**src/rtl/sync_rw_memory.sv**
```systemverilog
// Single-port synchronous read/write memory with a registered read port and a
// one-cycle acknowledge pulse for every accepted access.
`timescale 1ns/1ps

module sync_rw_memory #(
   parameter int ADDR_WIDTH = 4,
   parameter int DATA_WIDTH = 32,
   parameter int MEM_SIZE   = 16
) (
   input  logic                  clk,
   input  logic                  reset,
   input  logic                  wr,
   input  logic                  rd,
   input  logic [ADDR_WIDTH-1:0] addr,
   input  logic [DATA_WIDTH-1:0] wdata,
   output logic [DATA_WIDTH-1:0] rdata,
   output logic                  response
);

   logic [DATA_WIDTH-1:0] mem [MEM_SIZE];
   logic                  addr_ok;
   logic                  do_write;
   logic                  do_read;

   // A full-size array makes every address legal; only compare when the
   // address space is larger than the storage.
   generate
      if (MEM_SIZE >= (2 ** ADDR_WIDTH)) begin : g_full
         assign addr_ok = 1'b1;
      end else begin : g_partial
         localparam logic [ADDR_WIDTH-1:0] MEM_LIMIT = MEM_SIZE[ADDR_WIDTH-1:0];
         assign addr_ok = (addr < MEM_LIMIT);
      end
   endgenerate

   // Simultaneous wr and rd is a conflict: the request is dropped entirely.
   always_comb begin
      do_write = 1'b0;
      do_read  = 1'b0;
      if (addr_ok) begin
         do_write = wr && !rd;
         do_read  = rd && !wr;
      end
   end

   always_ff @(posedge clk or negedge reset) begin
      if (!reset) begin
         for (int i = 0; i < MEM_SIZE; i++) begin
            mem[i] <= '0;
         end
         rdata    <= '0;
         response <= 1'b0;
      end else begin
         response <= do_write || do_read;
         if (do_write) begin
            mem[addr] <= wdata;
         end
         if (do_read) begin
            rdata <= mem[addr];
         end
      end
   end

endmodule

```
**config.mk**
```make
export PLATFORM = sky130hd
export DESIGN_NAME = sync_rw_memory
export DESIGN_NICKNAME = d
export VERILOG_FILES = /design/src/rtl/sync_rw_memory.sv
export SDC_FILE = /design/constraint.sdc
export NUM_CORES = 1
export LEC_CHECK = 0
export BUFFER_PORTS_ARGS = -buffer_cell sky130_fd_sc_hd__buf_2
export CAP_MARGIN = 10
export CELL_PAD_IN_SITES_DETAIL_PLACEMENT = 1
export CELL_PAD_IN_SITES_GLOBAL_PLACEMENT = 1
export CORE_AREA = 2 2 212 297
export DETAILED_ROUTE_END_ITERATION = 12
export DIE_AREA = 0 0 214 299
export MAX_ROUTING_LAYER = met4
export PLACE_DENSITY_LB_ADDON = 0.1
export SYNTH_ARGS = -nofsm -noshare
export SYNTH_HDL_FRONTEND = slang
export SYNTH_SLANG_ARGS = --single-unit
export TNS_END_PERCENT = 5
```
**constraint.sdc**
```tcl
create_clock -name clk -period 2.2 [get_ports clk]
set_input_delay 0.33 -clock clk [delete_from_list [all_inputs] [get_ports clk]]
set_output_delay 0.33 -clock clk [all_outputs]
set_load 0.01 [all_outputs]
```
==> results of run 1 <==
[logic make-up after synthesis]
kind of cell	synth area share [%]
mux	34.63
flops	56.17
compound gates	4.287
buf+inv	3.123
simple gates	1.690
fa+ha+maj	0.1030
[cells in the final DEF, fill, tap and decap left out, types with 2 or more instances in the layout]
cell type      instances
buf_8                  2
nor2_4                 9
clkinv_2               3
o21ai_0               24
nor3_4                 3
o21ai_1                8
mux4_2                32
clkbuf_8              17
nand2b_1               2
diode_2                4
a221oi_1              32
nand3b_1               4
dlygate4sd3_1          2
clkbuf_16             58
mux2i_1              192
nand2_2                3
o22ai_1               64
dfrtp_1              545
clkbuf_1              19
buf_12                49
inv_1                  3
mux2_2               502
buf_2                 69
buf_4                 43
nor2_1                65
a31oi_1               32
mux2_1                10
[cell type report]
cell class	instances	area (µm²)	area share, %
clock buffers	94	1757	6.228
clock inverters	5	38.79	0.1375
diodes	4	10.01	0.03549
repair buffers	166	1710	6.064
multi-input cells	992	10010	35.48
inverters	3	11.26	0.03993
flip-flops and latches	545	13640	48.35
well taps	825	1032	3.660
[power by group]
group / leakage [nW] / switching [mW] / internal (mW)
logic: 4.95 / 1.71 / 2.27
clock network: 0.878 / 3.94 / 5.38
registers: 6.93 / 0.983 / 12.0
[Yosys cell counts, types with 2 or more instances]
| master | n |
|---|---|
| mux2_1 | 10 |
| nor2_1 | 74 |
| mux2_2 | 502 |
| nand3b_1 | 4 |
| inv_1 | 3 |
| buf_4 | 29 |
| dfrtp_1 | 545 |
| mux4_2 | 32 |
| clkbuf_1 | 62 |
| a31oi_1 | 32 |
| o21ai_1 | 8 |
| buf_2 | 51 |
| clkbuf_4 | 3 |
| o22ai_1 | 64 |
| ha_1 | 2 |
| nand2_1 | 4 |
| nand3_1 | 2 |
| nor3_2 | 3 |
| buf_1 | 2 |
| a221oi_1 | 32 |
| o21ai_0 | 24 |
| mux2i_1 | 192 |
| nand2b_1 | 3 |
[critical path: cells and delay by family]
family                   cells  cell delay [ns]
adder cells (fa/ha/maj)      1             0.29
multiplexers                 1             0.36
AND/OR/NAND/NOR              2             0.36
buffers and inverters        5             1.15
[worst max path at each step]
stage	slack, ns	cells past startpoint	to
floorplan	0.49	7	mem[423]
global placement	0.05	6	rdata[14]
detailed placement	0.03	6	rdata[14]
CTS	0.19	9	mem[262]
global route	0.14	9	mem[284]
finish	0.17	9	mem[243]
[sequential cells by signal, indices dropped and copies added (netlist names)]
register	count
mem	512
response	1
rdata	32
[routing by layer]
metal  wire length (µm)  up-vias  global-route usage [%]
li1                   -     6344                       -
met1              28150     7821                   26.16
met2              35200      173                   38.88
met3               1659      106                   2.595
met4               1796        0                   6.127
met5                  0        -                       -
[per-stage QoR]
step                      instances  utilization [%]  setup slack, ns
after global routing           2633            45.87           0.1367
after CTS                      2630            45.86           0.1900
after floorplan                1688                -           0.4920
final                          2634            45.87           0.1738
after global placement         2529            42.90          0.04630
after detailed placement       2529            42.90          0.02599
==> results.py, run 1 <==
metrics = {
    "timing": {
        "report.final.slew_viol_count": 0,
        "finalHoldWorstSlack_ns": 0.1104,
        "final.period_utilization_pct": 92.10,
        "hold_viol_final": 0,
        "timing.final.setup_violations": 0,
        "rsz_0062_raised_after_global_routing": "false",
        "finalSetupTns_ns": 0,
        "finClkSkew_ns": 0.01557,
        "tightest_slew_ns": 0.6785,
        "slew_headroom_pct": 54.76,
        "finalWorstPathRequiredPeriod_ns": 2.026,
        "max_clk_rate_mhz": 493.5,
    },
    "final_layout": {
        "design_area_um2": 28200,
        "layout-area-overhead-vs-synth_pct": 16.16,
        "finalNetCount": 1806,
        "num-fill-cells": 6074,
        "drive_above_1_share_pct": 44.27,
    },
    "synth": {
        "synth_sequential_area_ratio_pct": 56.17,
        "netlist.top_cell.by_area": "dfrtp_1",
        "synth.distinct_cells": 28,
        "fraction_of_synthesized_cell_area_taken_by_the_top_area_cell_type_pct": 56.17,
        "syn-mean-instance-area_um2": 14.38,
        "synthesis.nets": 1730,
        "synth-main-ff-cell": "dfrtp_1",
        "async_flop_share_pct": 100.0,
        "synth-warning-count": 0,
        "postSynthCellCount": 1688,
        "synthTopCellsByArea": "dfrtp_1 56%, mux2_2 23%, mux2i_1 7.9%",
        "yosys_register_bits": 545,
        "synth_area_um2": 24280,
        "synth_edf_count": 0,
    },
    "drt": {
        "routed-via-count": 14440,
        "detail_route.iter0.violations": 605,
        "route.antenna.remaining_nets": 0,
        "remaining_drc_errors": 0,
        "wirelength_mm": 66.81,
        "drt-pass1-iter-count": 4,
        "wl_per_cell_um": 25.36,
        "avgViaCountPerCell": 5.484,
    },
    "clocking": {
        "tritoncts.num_buffers": 56,
        "ctsRootBufferMaster": "clkbuf_16",
        "tritoncts": "built",
        "htree_num_levels": 2,
        "postCtsHoldBufs": 2,
        "clock_pin_slew_reported_for_the_worst_setup_and_hold_paths_after_clock_tree_synthesis_ns": 0.06,
        "cts_num_sinks": 545,
        "post_cts_resize_count": 0,
        "postCtsSetupBuffers": 0,
        "cts_max_path_buffers": 3,
        "clk-insertion-delay-late_ns": 0.61,
    },
    "grt": {
        "maximum_number_of_pins_on_one_net_before_global_route_repair": 79,
        "antenna_found_initial": 6,
        "global_route_wire_length_before_repair_mm": 103.1,
        "overflow": 0,
        "number_of_global_route_vias_before_repair": 16370,
        "track_usage_pct": 21.88,
    },
    "setup_path": {
        "cp_class": "primary input to register",
        "worstPathMaxFanout": 20,
        "timing.reg2reg.worst_path_depth": 3,
        "timing.critical_path.slowest_stage_cell": "dlygate4sd3_1",
        "startpoint_type": "primary input",
        "timing.reg2reg.setup_slack_ns": 0.66,
        "r2r-end": "rdata[3]",
        "critPathArrivalTime_ns": 2.51,
        "crit_path_cell_trace": "dlygate4sd3_1 > buf_2 > inv_1 > ha_1 > nand3b_1 > buf_4 > nor3_4 > buf_12 > mux2_2",
        "critPathLaunch": "rd",
        "regToRegStartpoint": "mem[291]",
        "cpPeakStageDelay_ns": 0.53,
        "crit_path_end_kind": "register",
        "crit_required_ns": 2.69,
    },
    "placed_design": {
        "dp_hpwl_mm": 41.94,
        "place.gp.congestion": 0.7368,
        "port_buffers": 72,
        "detailed_place.area_um2": 26380,
    },
    "power_and_ir_drop": {
        "power_per_cell_area_nw_per_um2": 930.2,
        "vdd_ir_drop_max_mv": 0.6109,
        "leakage_nw": 12.76,
        "totalPowerFinal_mw": 26.24,
    },
    "min_path": {
        "timing.hold.worst.class": "primary input to register",
        "timing.hold.worst_endpoint": "response",
        "timing.hold.worst_path_depth": 4,
        "hold_path.startpoint": "wr",
    },
    "die": {
        "core_region_area_um2": 61480,
        "die_height_um": 299,
        "initial_utilization_pct": 39.49,
        "die-area_um2": 63990,
        "die_w_um": 214,
        "top_ports": 73,
        "standard_cell_rows": 108,
    },
    "status": {
        "outcome": "complete, no violations",
    },
    "run": {
        "max_cap_viol_count": 0,
    },
}
Note: power is estimated with default switching activity, not from simulation.
==> run 2, diff against run 1 <==
PLACE_DENSITY_LB_ADDON = 0.05   (was 0.1)
==> results.py, run 2 (synthesis results as in run 1) <==
metrics = {
    "grt": {
        "overflow": 0,
        "number_of_global_route_vias_before_repair": 16460,
        "maximum_number_of_pins_on_one_net_before_global_route_repair": 92,
        "antenna_found_initial": 2,
        "track_usage_pct": 22.59,
        "global_route_wire_length_before_repair_mm": 105.3,
    },
    "drt": {
        "drt-pass1-iter-count": 4,
        "wl_per_cell_um": 25.89,
        "route.antenna.remaining_nets": 0,
        "wirelength_mm": 68.36,
        "routed-via-count": 14500,
        "remaining_drc_errors": 0,
        "detail_route.iter0.violations": 662,
        "avgViaCountPerCell": 5.492,
    },
    "setup_path": {
        "crit_required_ns": 2.68,
        "timing.reg2reg.worst_path_depth": 3,
        "cpPeakStageDelay_ns": 0.53,
        "timing.reg2reg.setup_slack_ns": 0.63,
        "timing.critical_path.slowest_stage_cell": "dlygate4sd3_1",
        "cp.depth": 9,
        "critPathArrivalTime_ns": 2.50,
        "startpoint_type": "primary input",
        "path_delay_family": "buffers and inverters",
        "crit_path_cell_trace": "dlygate4sd3_1 > buf_2 > inv_1 > ha_1 > nand3b_1 > buf_4 > nor3_4 > buf_4 > mux2_2",
        "cp_class": "primary input to register",
        "crit_path_end_kind": "register",
        "timing.critical_path.mode_cell": "buf_4",
        "worstPathMaxFanout": 14,
        "worst-path-buf-inv": 5,
    },
    "final_layout": {
        "largest_register": "mem",
        "mostFrequentLayoutCell": "dfrtp_1",
        "finalNetCount": 1811,
        "final_cell_mix": "545 x dfrtp_1, 502 x mux2_2, 192 x mux2i_1, 69 x buf_2, 65 x nor2_1",
        "top_regs": "mem x512, rdata x32, response x1",
        "fin_util_pct": 46.16,
        "drive_above_1_share_pct": 44.87,
        "num-fill-cells": 6050,
        "largest_reg_flops": 512,
        "layout-area-overhead-vs-synth_pct": 16.89,
    },
    "min_path": {
        "timing.hold.worst.class": "primary input to register",
        "timing.hold.worst_path_depth": 4,
    },
    "timing": {
        "slew_headroom_pct": 64.74,
        "max_clk_rate_mhz": 495.4,
        "hold_viol_final": 0,
        "timing.final.setup_violations": 0,
        "rsz_0062_raised_after_global_routing": "false",
        "finClkSkew_ns": 0.01638,
        "tightest_slew_ns": 0.5289,
        "final.period_utilization_pct": 91.75,
        "report.final.slew_viol_count": 0,
        "finalSetupTns_ns": 0,
        "finalWorstPathRequiredPeriod_ns": 2.019,
    },
    "power_and_ir_drop": {
        "power_per_cell_area_nw_per_um2": 941.5,
        "vdd_ir_drop_max_mv": 0.5968,
        "totalPowerFinal_mw": 26.72,
        "leakage_nw": 12.88,
    },
    "status": {
        "outcome": "complete, no violations",
    },
    "die": {
        "initial_utilization_pct": 39.49,
        "die_height_um": 299,
        "die-area_um2": 63990,
        "top_ports": 73,
        "standard_cell_rows": 108,
        "die_w_um": 214,
        "core_region_area_um2": 61480,
    },
    "clocking": {
        "ctsRootBufferMaster": "clkbuf_16",
        "cts_num_sinks": 545,
        "clock_pin_slew_reported_for_the_worst_setup_and_hold_paths_after_clock_tree_synthesis_ns": 0.06,
        "clk-insertion-delay-late_ns": 0.61,
        "cts_max_path_buffers": 3,
        "tritoncts.num_buffers": 56,
        "tritoncts": "built",
        "htree_num_levels": 2,
        "postCtsSetupBuffers": 0,
    },
    "placed_design": {
        "place.gp.congestion": 0.7241,
        "dp_hpwl_mm": 42.56,
        "port_buffers": 72,
    },
    "run": {
        "max_cap_viol_count": 0,
    },
}
==> run 2: power breakdown <==
group | internal [mW] | total, mW | switching, mW
combinational | 2.28 | 3.99 | 1.71
clock | 5.81 | 9.80 | 3.99
sequential | 12.0 | 12.9 | 0.975
total | 20.0 | 26.7 | 6.67
==> run 2: stage by stage <==
| stage | hold WS (ns) | instance area, µm² | setup slack [ns] | std cells |
|---|---|---|---|---|
| after floorplan | 0.03441 | 24280 | 0.4920 | 1688 |
| after global routing | 0.09704 | 28380 | 0.08700 | 2639 |
| after global placement | 0.2162 | 26450 | 0.1252 | 2534 |
| after detailed placement | 0.2177 | 26450 | 0.08311 | 2534 |
| final | 0.1103 | 28380 | 0.1814 | 2640 |
| after CTS | 0.07016 | 28380 | 0.1764 | 2639 |
==> run 2: repair_timing <==
item | 4_1_cts | 5_1_grt
hold buffers | 2 | 0
resized for setup | 0 | 0
endpoints found under the hold margin | 143 | 0
==> run 2: per-layer routing <==
layer  up-vias  GRT usage, %  part of all wire [%]
met4         0         6.260                   2.6
met3       105         2.677                   3.2
met5         -             -                     0
met2       205         39.05                    51
li1       6354             -                     -
met1      7836         27.99                    43
==> run 2: cell type report <==
class	count	area [µm²]	share of cell area, %
inverter	3	11.26	0.03968
clock inverter	15	182.7	0.6436
tap	825	1032	3.637
clock buffer	88	1723	6.070
multi-input combinational	992	10010	35.26
timing repair buffer	171	1785	6.291
sequential	545	13640	48.05
antenna	1	2.502	0.008817
==> run 2: final timing paths <==
| check | to | start |
|---|---|---|
| min in group asynchronous | mem[137] | reset |
| max in group asynchronous | mem[148] | reset |
| worst min register to register | mem[109] | mem[109] |
| worst max register to register | rdata[5] | mem[357] |
| worst min-delay path | response | wr |
| worst max-delay path | mem[228] | rd |
==> run 2: worst min-delay path: cells and delay by family <==
kind	cells	cell delay (ns)
buffers and inverters	3	0.23
adder cells (fa/ha/maj)	1	0.13
